--- src/rtl/life_grid_if.sv ---
// Controller/display-side bundle for life_grid_engine: step handshake, cell writes,
// registered row reads and the committed-grid status outputs.
interface life_grid_if #(
    parameter int ROWS  = 16,
    parameter int COLS  = 16,
    parameter int GEN_W = 16
);
    localparam int RW = $clog2(ROWS);
    localparam int CW = $clog2(COLS);
    localparam int PW = $clog2(ROWS * COLS + 1);

    logic            step;
    logic            busy;
    logic            done;
    logic            wr_en;
    logic [RW-1:0]   wr_row;
    logic [CW-1:0]   wr_col;
    logic            wr_val;
    logic [RW-1:0]   rd_row;
    logic [COLS-1:0] rd_data;
    logic [GEN_W-1:0] generation;
    logic [PW-1:0]   population;
    logic            stable;

    modport master (
        output step, wr_en, wr_row, wr_col, wr_val, rd_row,
        input  busy, done, rd_data, generation, population, stable
    );

    modport slave (
        input  step, wr_en, wr_row, wr_col, wr_val, rd_row,
        output busy, done, rd_data, generation, population, stable
    );
endinterface

--- src/rtl/life_grid_engine.sv ---
// ROWS x COLS Game-of-Life engine: one row of the next generation is evaluated per cycle
// into a staging buffer, then committed in a single cycle.
//
// state  | meaning
// IDLE   | accepts cell writes and step requests
// SWEEP  | evaluates row 'row' of the next generation into nxt
// COMMIT | copies nxt into cur, updates population/stable/generation
module life_grid_engine #(
    parameter int ROWS  = 16,
    parameter int COLS  = 16,
    parameter int WRAP  = 0,
    parameter int GEN_W = 16
) (
    input  logic       clk,
    input  logic       reset,
    life_grid_if.slave bus
);
    localparam int RW = $clog2(ROWS);
    localparam int PW = $clog2(ROWS * COLS + 1);
    localparam logic [RW-1:0] LAST_ROW = RW'(ROWS - 1);
    localparam logic WRAP_B = (WRAP != 0);

    typedef enum logic [1:0] {IDLE, SWEEP, COMMIT} state_t;

    state_t          state, state_nx;
    logic [COLS-1:0] cur [ROWS];
    logic [COLS-1:0] nxt [ROWS];
    logic [RW-1:0]   row;
    logic [PW-1:0]   pop_acc;
    logic            diff;
    logic            done_q;
    logic [COLS-1:0] rd_q;
    logic [GEN_W-1:0] gen_q;
    logic [PW-1:0]   pop_q;
    logic            stable_q;

    logic [COLS-1:0] row_up, row_mid, row_dn, row_new;
    logic [COLS+1:0] up_x, mid_x, dn_x;
    logic [3:0]      n;
    logic [PW-1:0]   row_pop;
    logic            wr_hit;

    assign bus.busy       = (state == SWEEP) || (state == COMMIT);
    assign bus.done       = done_q;
    assign bus.rd_data    = rd_q;
    assign bus.generation = gen_q;
    assign bus.population = pop_q;
    assign bus.stable     = stable_q;

    // A write only matters when it lands inside the grid and flips the cell.
    assign wr_hit = bus.wr_en
                 && (int'(bus.wr_row) < ROWS)
                 && (int'(bus.wr_col) < COLS)
                 && (cur[bus.wr_row][bus.wr_col] != bus.wr_val);

    always_comb begin
        row_mid = cur[row];
        if (row == '0)
            row_up = WRAP_B ? cur[LAST_ROW] : '0;
        else
            row_up = cur[row - 1'b1];
        if (row == LAST_ROW)
            row_dn = WRAP_B ? cur[0] : '0;
        else
            row_dn = cur[row + 1'b1];
    end

    // Ghost columns: bit 0 stands for column -1, bit COLS+1 for column COLS.
    always_comb begin
        up_x    = {WRAP_B & row_up[0],  row_up,  WRAP_B & row_up[COLS-1]};
        mid_x   = {WRAP_B & row_mid[0], row_mid, WRAP_B & row_mid[COLS-1]};
        dn_x    = {WRAP_B & row_dn[0],  row_dn,  WRAP_B & row_dn[COLS-1]};
        n       = '0;
        row_new = '0;
        row_pop = '0;
        for (int c = 0; c < COLS; c++) begin
            n = 4'(up_x[c]) + 4'(up_x[c+1]) + 4'(up_x[c+2])
              + 4'(mid_x[c]) + 4'(mid_x[c+2])
              + 4'(dn_x[c]) + 4'(dn_x[c+1]) + 4'(dn_x[c+2]);
            row_new[c] = (n == 4'd3) || (mid_x[c+1] && (n == 4'd2));
            row_pop    = row_pop + PW'(row_new[c]);
        end
    end

    always_comb begin
        state_nx = state;
        case (state)
            IDLE:    if (bus.step) state_nx = SWEEP;
            SWEEP:   if (row == LAST_ROW) state_nx = COMMIT;
            COMMIT:  state_nx = IDLE;
            default: state_nx = IDLE;
        endcase
    end

    always_ff @(posedge clk or posedge reset) begin
        if (reset) begin
            state    <= IDLE;
            row      <= '0;
            pop_acc  <= '0;
            diff     <= 1'b0;
            done_q   <= 1'b0;
            rd_q     <= '0;
            gen_q    <= '0;
            pop_q    <= '0;
            stable_q <= 1'b0;
            for (int r = 0; r < ROWS; r++) begin
                cur[r] <= '0;
                nxt[r] <= '0;
            end
        end else begin
            state  <= state_nx;
            done_q <= (state == COMMIT);
            rd_q   <= (int'(bus.rd_row) < ROWS) ? cur[bus.rd_row] : '0;
            case (state)
                IDLE: begin
                    row     <= '0;
                    pop_acc <= '0;
                    diff    <= 1'b0;
                    if (wr_hit) begin
                        cur[bus.wr_row][bus.wr_col] <= bus.wr_val;
                        pop_q    <= bus.wr_val ? pop_q + PW'(1) : pop_q - PW'(1);
                        stable_q <= 1'b0;
                    end
                end
                SWEEP: begin
                    nxt[row] <= row_new;
                    pop_acc  <= pop_acc + row_pop;
                    diff     <= diff | (|(row_new ^ row_mid));
                    row      <= row + 1'b1;
                end
                COMMIT: begin
                    for (int r = 0; r < ROWS; r++)
                        cur[r] <= nxt[r];
                    pop_q    <= pop_acc;
                    stable_q <= ~diff;
                    gen_q    <= gen_q + GEN_W'(1);
                end
                default: ;
            endcase
        end
    end
endmodule

--- src/flat_wrapper.sv ---
// flat-port wrapper written by rule: the top's interface ports become plain ports
module life_grid_engine_flat 
#(
    parameter int ROWS  = 16,
    parameter int COLS  = 16,
    parameter int WRAP  = 0,
    parameter int GEN_W = 16
)
  (clk, reset, bus_step, bus_wr_en, bus_wr_row, bus_wr_col, bus_wr_val, bus_rd_row, bus_busy, bus_done, bus_rd_data, bus_generation, bus_population, bus_stable);
  life_grid_if #(.ROWS(ROWS), .COLS(COLS), .GEN_W(GEN_W)) bus_i ();
  input  logic clk;
  input  logic reset;
  input wire logic [$bits(bus_i.step)-1:0] bus_step;
  input wire logic [$bits(bus_i.wr_en)-1:0] bus_wr_en;
  input wire logic [$bits(bus_i.wr_row)-1:0] bus_wr_row;
  input wire logic [$bits(bus_i.wr_col)-1:0] bus_wr_col;
  input wire logic [$bits(bus_i.wr_val)-1:0] bus_wr_val;
  input wire logic [$bits(bus_i.rd_row)-1:0] bus_rd_row;
  output wire logic [$bits(bus_i.busy)-1:0] bus_busy;
  output wire logic [$bits(bus_i.done)-1:0] bus_done;
  output wire logic [$bits(bus_i.rd_data)-1:0] bus_rd_data;
  output wire logic [$bits(bus_i.generation)-1:0] bus_generation;
  output wire logic [$bits(bus_i.population)-1:0] bus_population;
  output wire logic [$bits(bus_i.stable)-1:0] bus_stable;
  assign bus_i.step = bus_step;
  assign bus_i.wr_en = bus_wr_en;
  assign bus_i.wr_row = bus_wr_row;
  assign bus_i.wr_col = bus_wr_col;
  assign bus_i.wr_val = bus_wr_val;
  assign bus_i.rd_row = bus_rd_row;
  assign bus_busy = bus_i.busy;
  assign bus_done = bus_i.done;
  assign bus_rd_data = bus_i.rd_data;
  assign bus_generation = bus_i.generation;
  assign bus_population = bus_i.population;
  assign bus_stable = bus_i.stable;
  life_grid_engine #(.ROWS(ROWS), .COLS(COLS), .WRAP(WRAP), .GEN_W(GEN_W)) u_core (.clk(clk), .reset(reset), .bus(bus_i));
endmodule
--- config.mk ---
export PLATFORM = sky130hd
export DESIGN_NAME = life_grid_engine_flat
export DESIGN_NICKNAME = d
export VERILOG_FILES = /design/src/rtl/life_grid_if.sv /design/src/rtl/life_grid_engine.sv /design/src/flat_wrapper.sv
export SDC_FILE = /design/constraint.sdc
export NUM_CORES = 2
export LEC_CHECK = 0
export CORE_MARGIN = 2
export CORE_UTILIZATION = 64
export CTS_CLUSTER_SIZE = 20
export DETAILED_ROUTE_END_ITERATION = 8
export PLACE_DENSITY_LB_ADDON = 0.25
export SLEW_MARGIN = 10
export SYNTH_ARGS = -nofsm -noshare
export SYNTH_HDL_FRONTEND = slang
export SYNTH_SLANG_ARGS = --single-unit
--- constraint.sdc ---
create_clock -name clk -period 25.3 [get_ports clk]
set_input_delay 5.06 -clock clk [delete_from_list [all_inputs] [get_ports clk]]
set_output_delay 5.06 -clock clk [all_outputs]
set_load 0.01 [all_outputs]
[Word-level counts from Yosys, hierarchy flattened]
Cells that the tools add are included.
Widths: inputs -> output; s select.
Storage, ports and cells
  output and inout port bits: 44
  register bits: 571
Cells by class
  eq/ne operators: 39
  reduce and logical (&&, ||, !) cells: 44
  bitwise gates (word level): 8
  add/sub/neg operators: 126
  mux-type cells: 40
  order comparisons: 9
Operator list (number)
  $bwmux 256: 2
  $pmux 256 s2: 1
  $add 4x1->4: 89
  $bmux 16 s4: 5
  $mux 256: 1
  $mux 16: 14
  $demux 16 s4: 2
  $eq 4x2->1 const B: 32
  $add 9x1->9: 14
  $pmux 9 s2: 2
  $add 1x1->2: 16
  $ge 5x5->1 const B: 5
  $not 4->5: 5
  $logic_and 1x1->1: 20
  $mux 9: 2
  $logic_or 1x1->1: 17
  $add 16x1->16 const B: 1
  $reduce_or 16->1: 1
  $xor 16x16->16: 1
  $lt 5x1->1 const B: 2
  $add 9x1->9 const B: 1
  $add 9x9->9: 1
  $sub 9x1->9 const B: 1
  $pmux 4 s2: 1
  23 further kinds: 30

[Logic depth before layout (Yosys ltp)]
  depth after elaboration: 33
  mapped depth: 47
  depth with buffers taken out: 36

[Least setup slack after synthesis]
Ideal clock, no wire load.
  kind: reg2reg
  start point: register u_core.row[0]
  end point: register u_core.pop_acc[8]
  cell stages (with the launch flop): 47
  period minus slack after synthesis: 11.943 ns
  path buffers: 11
  library setup time: 0.129 ns
  arrival time: 11.814 ns
  setup slack: 13.357 ns
  path through: dfrtp_1 -> buf_2 -> buf_2 -> buf_2 -> buf_2 -> buf_1 -> clkbuf_1 -> buf_2 -> inv_1 -> ha_1 -> buf_1 -> buf_1 -> clkbuf_1 -> mux4_2 -> nand2_1 -> nand3_1 -> and3_1 -> ha_1 -> [11 not listed] -> ha_1 -> inv_1 -> fa_1 -> inv_1 -> fa_1 -> fa_1 -> fa_1 -> ha_1 -> inv_1 -> fa_1 -> nor2b_1 -> o21ai_0 -> nand2b_1 -> a21oi_1 -> o21bai_1 -> a31oi_1 -> o21ai_0 -> o21ai_0
On the way
  cells in the longest elaborated chain, start to end: 33
RTL lines
  start: declaration: RTL line life_grid_engine.sv:28  | logic [RW-1:0] row;
  start signal: assignment: RTL line life_grid_engine.sv:129  | row <= row + 1'b1;
  $sub 4x1->4: RTL line life_grid_engine.sv:61  | row_up = cur[row - 1'b1];
  $not 4->5 (implied by the code): RTL line life_grid_engine.sv:61
  $bmux 16 s4: RTL line life_grid_engine.sv:61
  $mux 16 (implied by the code) (2 in a row): RTL line life_grid_engine.sv:61
  $mux 16: RTL line life_grid_engine.sv:58  | if (row == '0)
  $add 1x1->2: RTL line life_grid_engine.sv:77  | n = 4'(up_x[c]) + 4'(up_x[c+1]) + 4'(up_x[c+2])
  $add 4x1->4: RTL line life_grid_engine.sv:77
  $add 4x1->4 (2 in a row): RTL line life_grid_engine.sv:78  | + 4'(mid_x[c]) + 4'(mid_x[c+2])
  $add 4x1->4 (3 in a row): RTL line life_grid_engine.sv:79  | + 4'(dn_x[c]) + 4'(dn_x[c+1]) + 4'(dn_x[c+2]);
  $eq 4x2->1: RTL line life_grid_engine.sv:80  | row_new[c] = (n == 4'd3) || (mid_x[c+1] && (n == 4'd2));
  $logic_and 1x1->1: RTL line life_grid_engine.sv:80
  $logic_or 1x1->1 (*): RTL line life_grid_engine.sv:80
  net u_core.row_new[1]: RTL line life_grid_engine.sv:37  | logic [COLS-1:0] row_up, row_mid, row_dn, row_new;
  $add 1x1->2 (*): RTL line life_grid_engine.sv:81  | row_pop = row_pop + PW'(row_new[c]);
  $add 9x1->9 (*) (14 in a row): RTL line life_grid_engine.sv:81
  $add 9x9->9 (*): RTL line life_grid_engine.sv:127  | pop_acc <= pop_acc + row_pop;
  $pmux 9 s2 (*): RTL line life_grid_engine.sv:114  | case (state)
  end signal: assignment: RTL line life_grid_engine.sv:127
  end: declaration: RTL line life_grid_engine.sv:29  | logic [PW-1:0] pop_acc;
Mark *: on every way through the listed nets, which the timed path passes. The rest lies on a longest branch. The select of a mux whose other input is x is not followed.
A chain may end at the register's enable or synchronous reset.

[Final worst setup path]
  start point: register u_core.row[1]
  end point: register u_core.pop_acc[8]
Same word-level chain as after synthesis.

==> flow_summary_export.csv <==
group,metric,value,unit
outcome,outcome,"finished, violations left",
outcome,violations,"design-rule violations",
sta,rsz0062_at_grt,"false",
worst_setup_path,critPathKind,"reg2reg",
hold_path,min_path_type,"reg2reg",
die,die_w,254,µm
die,initial_utilization,0.648,
synthesis,ys_async_sr_fraction,1.00,
routing,vias,35800,
place,portBuffers,60,
sta,finalCritPeriodShare,0.444,
place,dpl.hpwl,94.4,mm
die,ios,61,
routing,wl_per_cell,31.6,µm
synthesis,synth_ff_type,"dfrtp_1",
synthesis,postSynthCellCount,4043,
sta,layout_min_cycle_time,11.22,ns
sta,max_freq,89.1,MHz
clock_tree,cts_tree,"done",
sta,worst_pin_slew,1.41,ns
die,die_area,0.0646,mm²
worst_setup_path,required,25.81,ns
place,place_congestion,0.999,
sta,hold_viol_final,0,
grt,grt_max_degree,270,
sta,fin_tns_setup,0,ns
clock_tree,h-tree-depth,3,
routing,first_pass_iters,9,
final_layout,post-route-util,0.706,
die,coreArea,0.0618,mm²
grt,grt_usage,0.477,
sta,drv_slew,0,
grt,grt_pass1_wl,222,mm
sta,setup_viol,0,
clock_tree,cts_resized,0,
routing,drcViolationCount,1,
clock_tree,clk_pin_slew,0.06,ns
synthesis,syn-num-nets,4208,
clock_tree,cts_buffers,66,
clock_tree,cts_setup_buffers,0,
die,num_rows,91,
final_layout,fillers,4646,
job,max-cap-violations,0,
synthesis,synth_edf_count,0,
synthesis,synth_area,0.0400,mm²
final_layout,final_cell_mix,"567 x dfrtp_1, 501 x a21oi_1, 459 x nand2_1",
synthesis,yosysSeqAreaShare,0.357,
synthesis,avgSynthCellArea,9.90,µm²
final_layout,drive_gt1_frac,0.167,
worst_setup_path,slowest_delay,0.92,ns
die,dieHeight,254,µm
worst_setup_path,worstSetupEndpointType,"register",
grt,grt_antenna_before_repair,12,
worst_setup_path,critPathMaxFanout,36,
clock_tree,postCtsHoldBufs,0,
clock_tree,clk_path_buf_depth,3,
synthesis,yosysUniqueCellTypes,62,
routing,drtIter0Drc,6426,
sta,clock_skew,0.0270,ns
final_layout,areaGrowthSynthToFinish,9.01,%
grt,overflow,0,
worst_setup_path,setup.worst_path.start_class,"register",
final_layout,nets,4069,
synthesis,ys_ff_latch,571,
routing,wl,151,mm
routing,avgViaCountPerCell,7.47,
routing,ant_nets,0,
synthesis,synth_warnings,0,
worst_setup_path,arrival,11.74,ns
sta,slew_headroom,0.0553,
clock_tree,cts_num_sinks,571,
clock_tree,clk_latency,0.65,ns
clock_tree,clockRootBuffer,"clkbuf_16",
worst_setup_path,cp_slowest_cell,"xnor2_2",
final_layout,layout_commonest_cell,"dfrtp_1",
grt,grt_pass1_vias,33800,
worst_setup_path,cpMostUsedCell,"fa_1",
## final cells by class
class,instances,area [µm²],area share
diodes,4,10.0,0.000229
clock inverters,28,285,0.00654
well taps,837,1050,0.0240
multi-input cells,2941,24100,0.553
repair buffers,171,1470,0.0336
flip-flops and latches,571,14300,0.328
clock buffers,85,1830,0.0420
inverters,153,582,0.0133
## per-stage QoR
stage	setup slack [ns]	hold slack (ns)	instances	area, µm²
after floorplan	4.27	0.444	4043	40000
after global placement	14.62	0.461	4673	41500
after detailed placement	14.33	0.465	4673	41500
after CTS	14.33	0.477	4786	43600
after global routing	13.61	0.494	4786	43600
final	14.08	0.474	4790	43600
## synth_stat cells (all sizes together), types with 3 or more instances
master     n  share of area
nor2     301          0.028
nand2    459          0.043
or2        3        0.00047
nand3     85          0.011
o21ai    288          0.036
xnor2     18         0.0039
mux2i     60          0.015
and3      24         0.0038
inv      153          0.014
nand3b    12         0.0023
a2111oi    5         0.0011
xor2      12         0.0026
fa        72          0.036
nand2b    21         0.0033
a31oi      4        0.00062
nor4b      4        0.00087
nand4      8         0.0013
o22a     216          0.047
buf      110          0.013
a21o      19         0.0036
o221a     40          0.011
clkbuf   268          0.025
o21bai    11         0.0021
mux2      13         0.0037
a221oi     4         0.0013
a22oi     13         0.0024
nor4      19         0.0033
a31o       4        0.00087
mux4     338           0.19
a21oi    501          0.063
and2       7         0.0011
nor3      35         0.0044
dfrtp    571           0.36
o22ai      6        0.00094
ha        76          0.024
nor2b    234          0.037
## critical path: cells and delay by family, from the launching register on
family / cells / cell delay [ns]
mux: 1 / 0.09
flops: 1 / 0.83
buf+inv: 7 / 1.52
simple gates: 7 / 1.39
xor+xnor: 1 / 0.92
fa+ha+maj: 12 / 4.92
compound gates: 7 / 1.34
## state kept, by name (all words and copies together), names as in the netlist
name / count
u_core.row: 4
u_core.diff: 1
u_core.cur: 256
u_core.bus.done: 1
u_core.bus.generation: 16
u_core.bus.population: 9
u_core.nxt: 256
u_core.state: 2
u_core.bus.rd_data: 16
u_core.pop_acc: 9
u_core.bus.stable: 1
## layer usage
layer / GRT usage / wire length (µm) / vias up
met5: 0.00752 / 120 / -
met2: 0.640 / 60100 / 3247
met4: 0.354 / 14800 / 12
met3: 0.237 / 26400 / 969
met1: 0.590 / 49700 / 17200
li1: - / - / 14400
## cells by family after synthesis
group | synth area share
xor+xnor | 0.00656
fa+ha+maj | 0.0598
simple gates | 0.140
buf+inv | 0.0528
compound gates | 0.175
flops | 0.357
mux | 0.209
## path summary, 6_finish.rpt
check | startpoint | to | slack [ns] | cells past startpoint
max in group asynchronous | reset | u_core.nxt[137]$_DFFE_PP0P_ | 17.18 | 5
max reg2reg | u_core.row[1]$_DFFE_PP0P_ | u_core.pop_acc[8]$_DFFE_PP0P_ | 14.08 | 35
min | u_core.bus.generation[15]$_DFFE_PP0P_ | u_core.bus.generation[15]$_DFFE_PP0P_ | 0.47 | 1
max | u_core.row[1]$_DFFE_PP0P_ | u_core.pop_acc[8]$_DFFE_PP0P_ | 14.08 | 35
min in group asynchronous | reset | u_core.nxt[159]$_DFFE_PP0P_ | 4.98 | 2
min reg2reg | u_core.bus.generation[15]$_DFFE_PP0P_ | u_core.bus.generation[15]$_DFFE_PP0P_ | 0.47 | 1
Power is left out: the tool's default activity adds up to more than one toggle a clock period on the data nets, which glitch-free logic cannot reach.
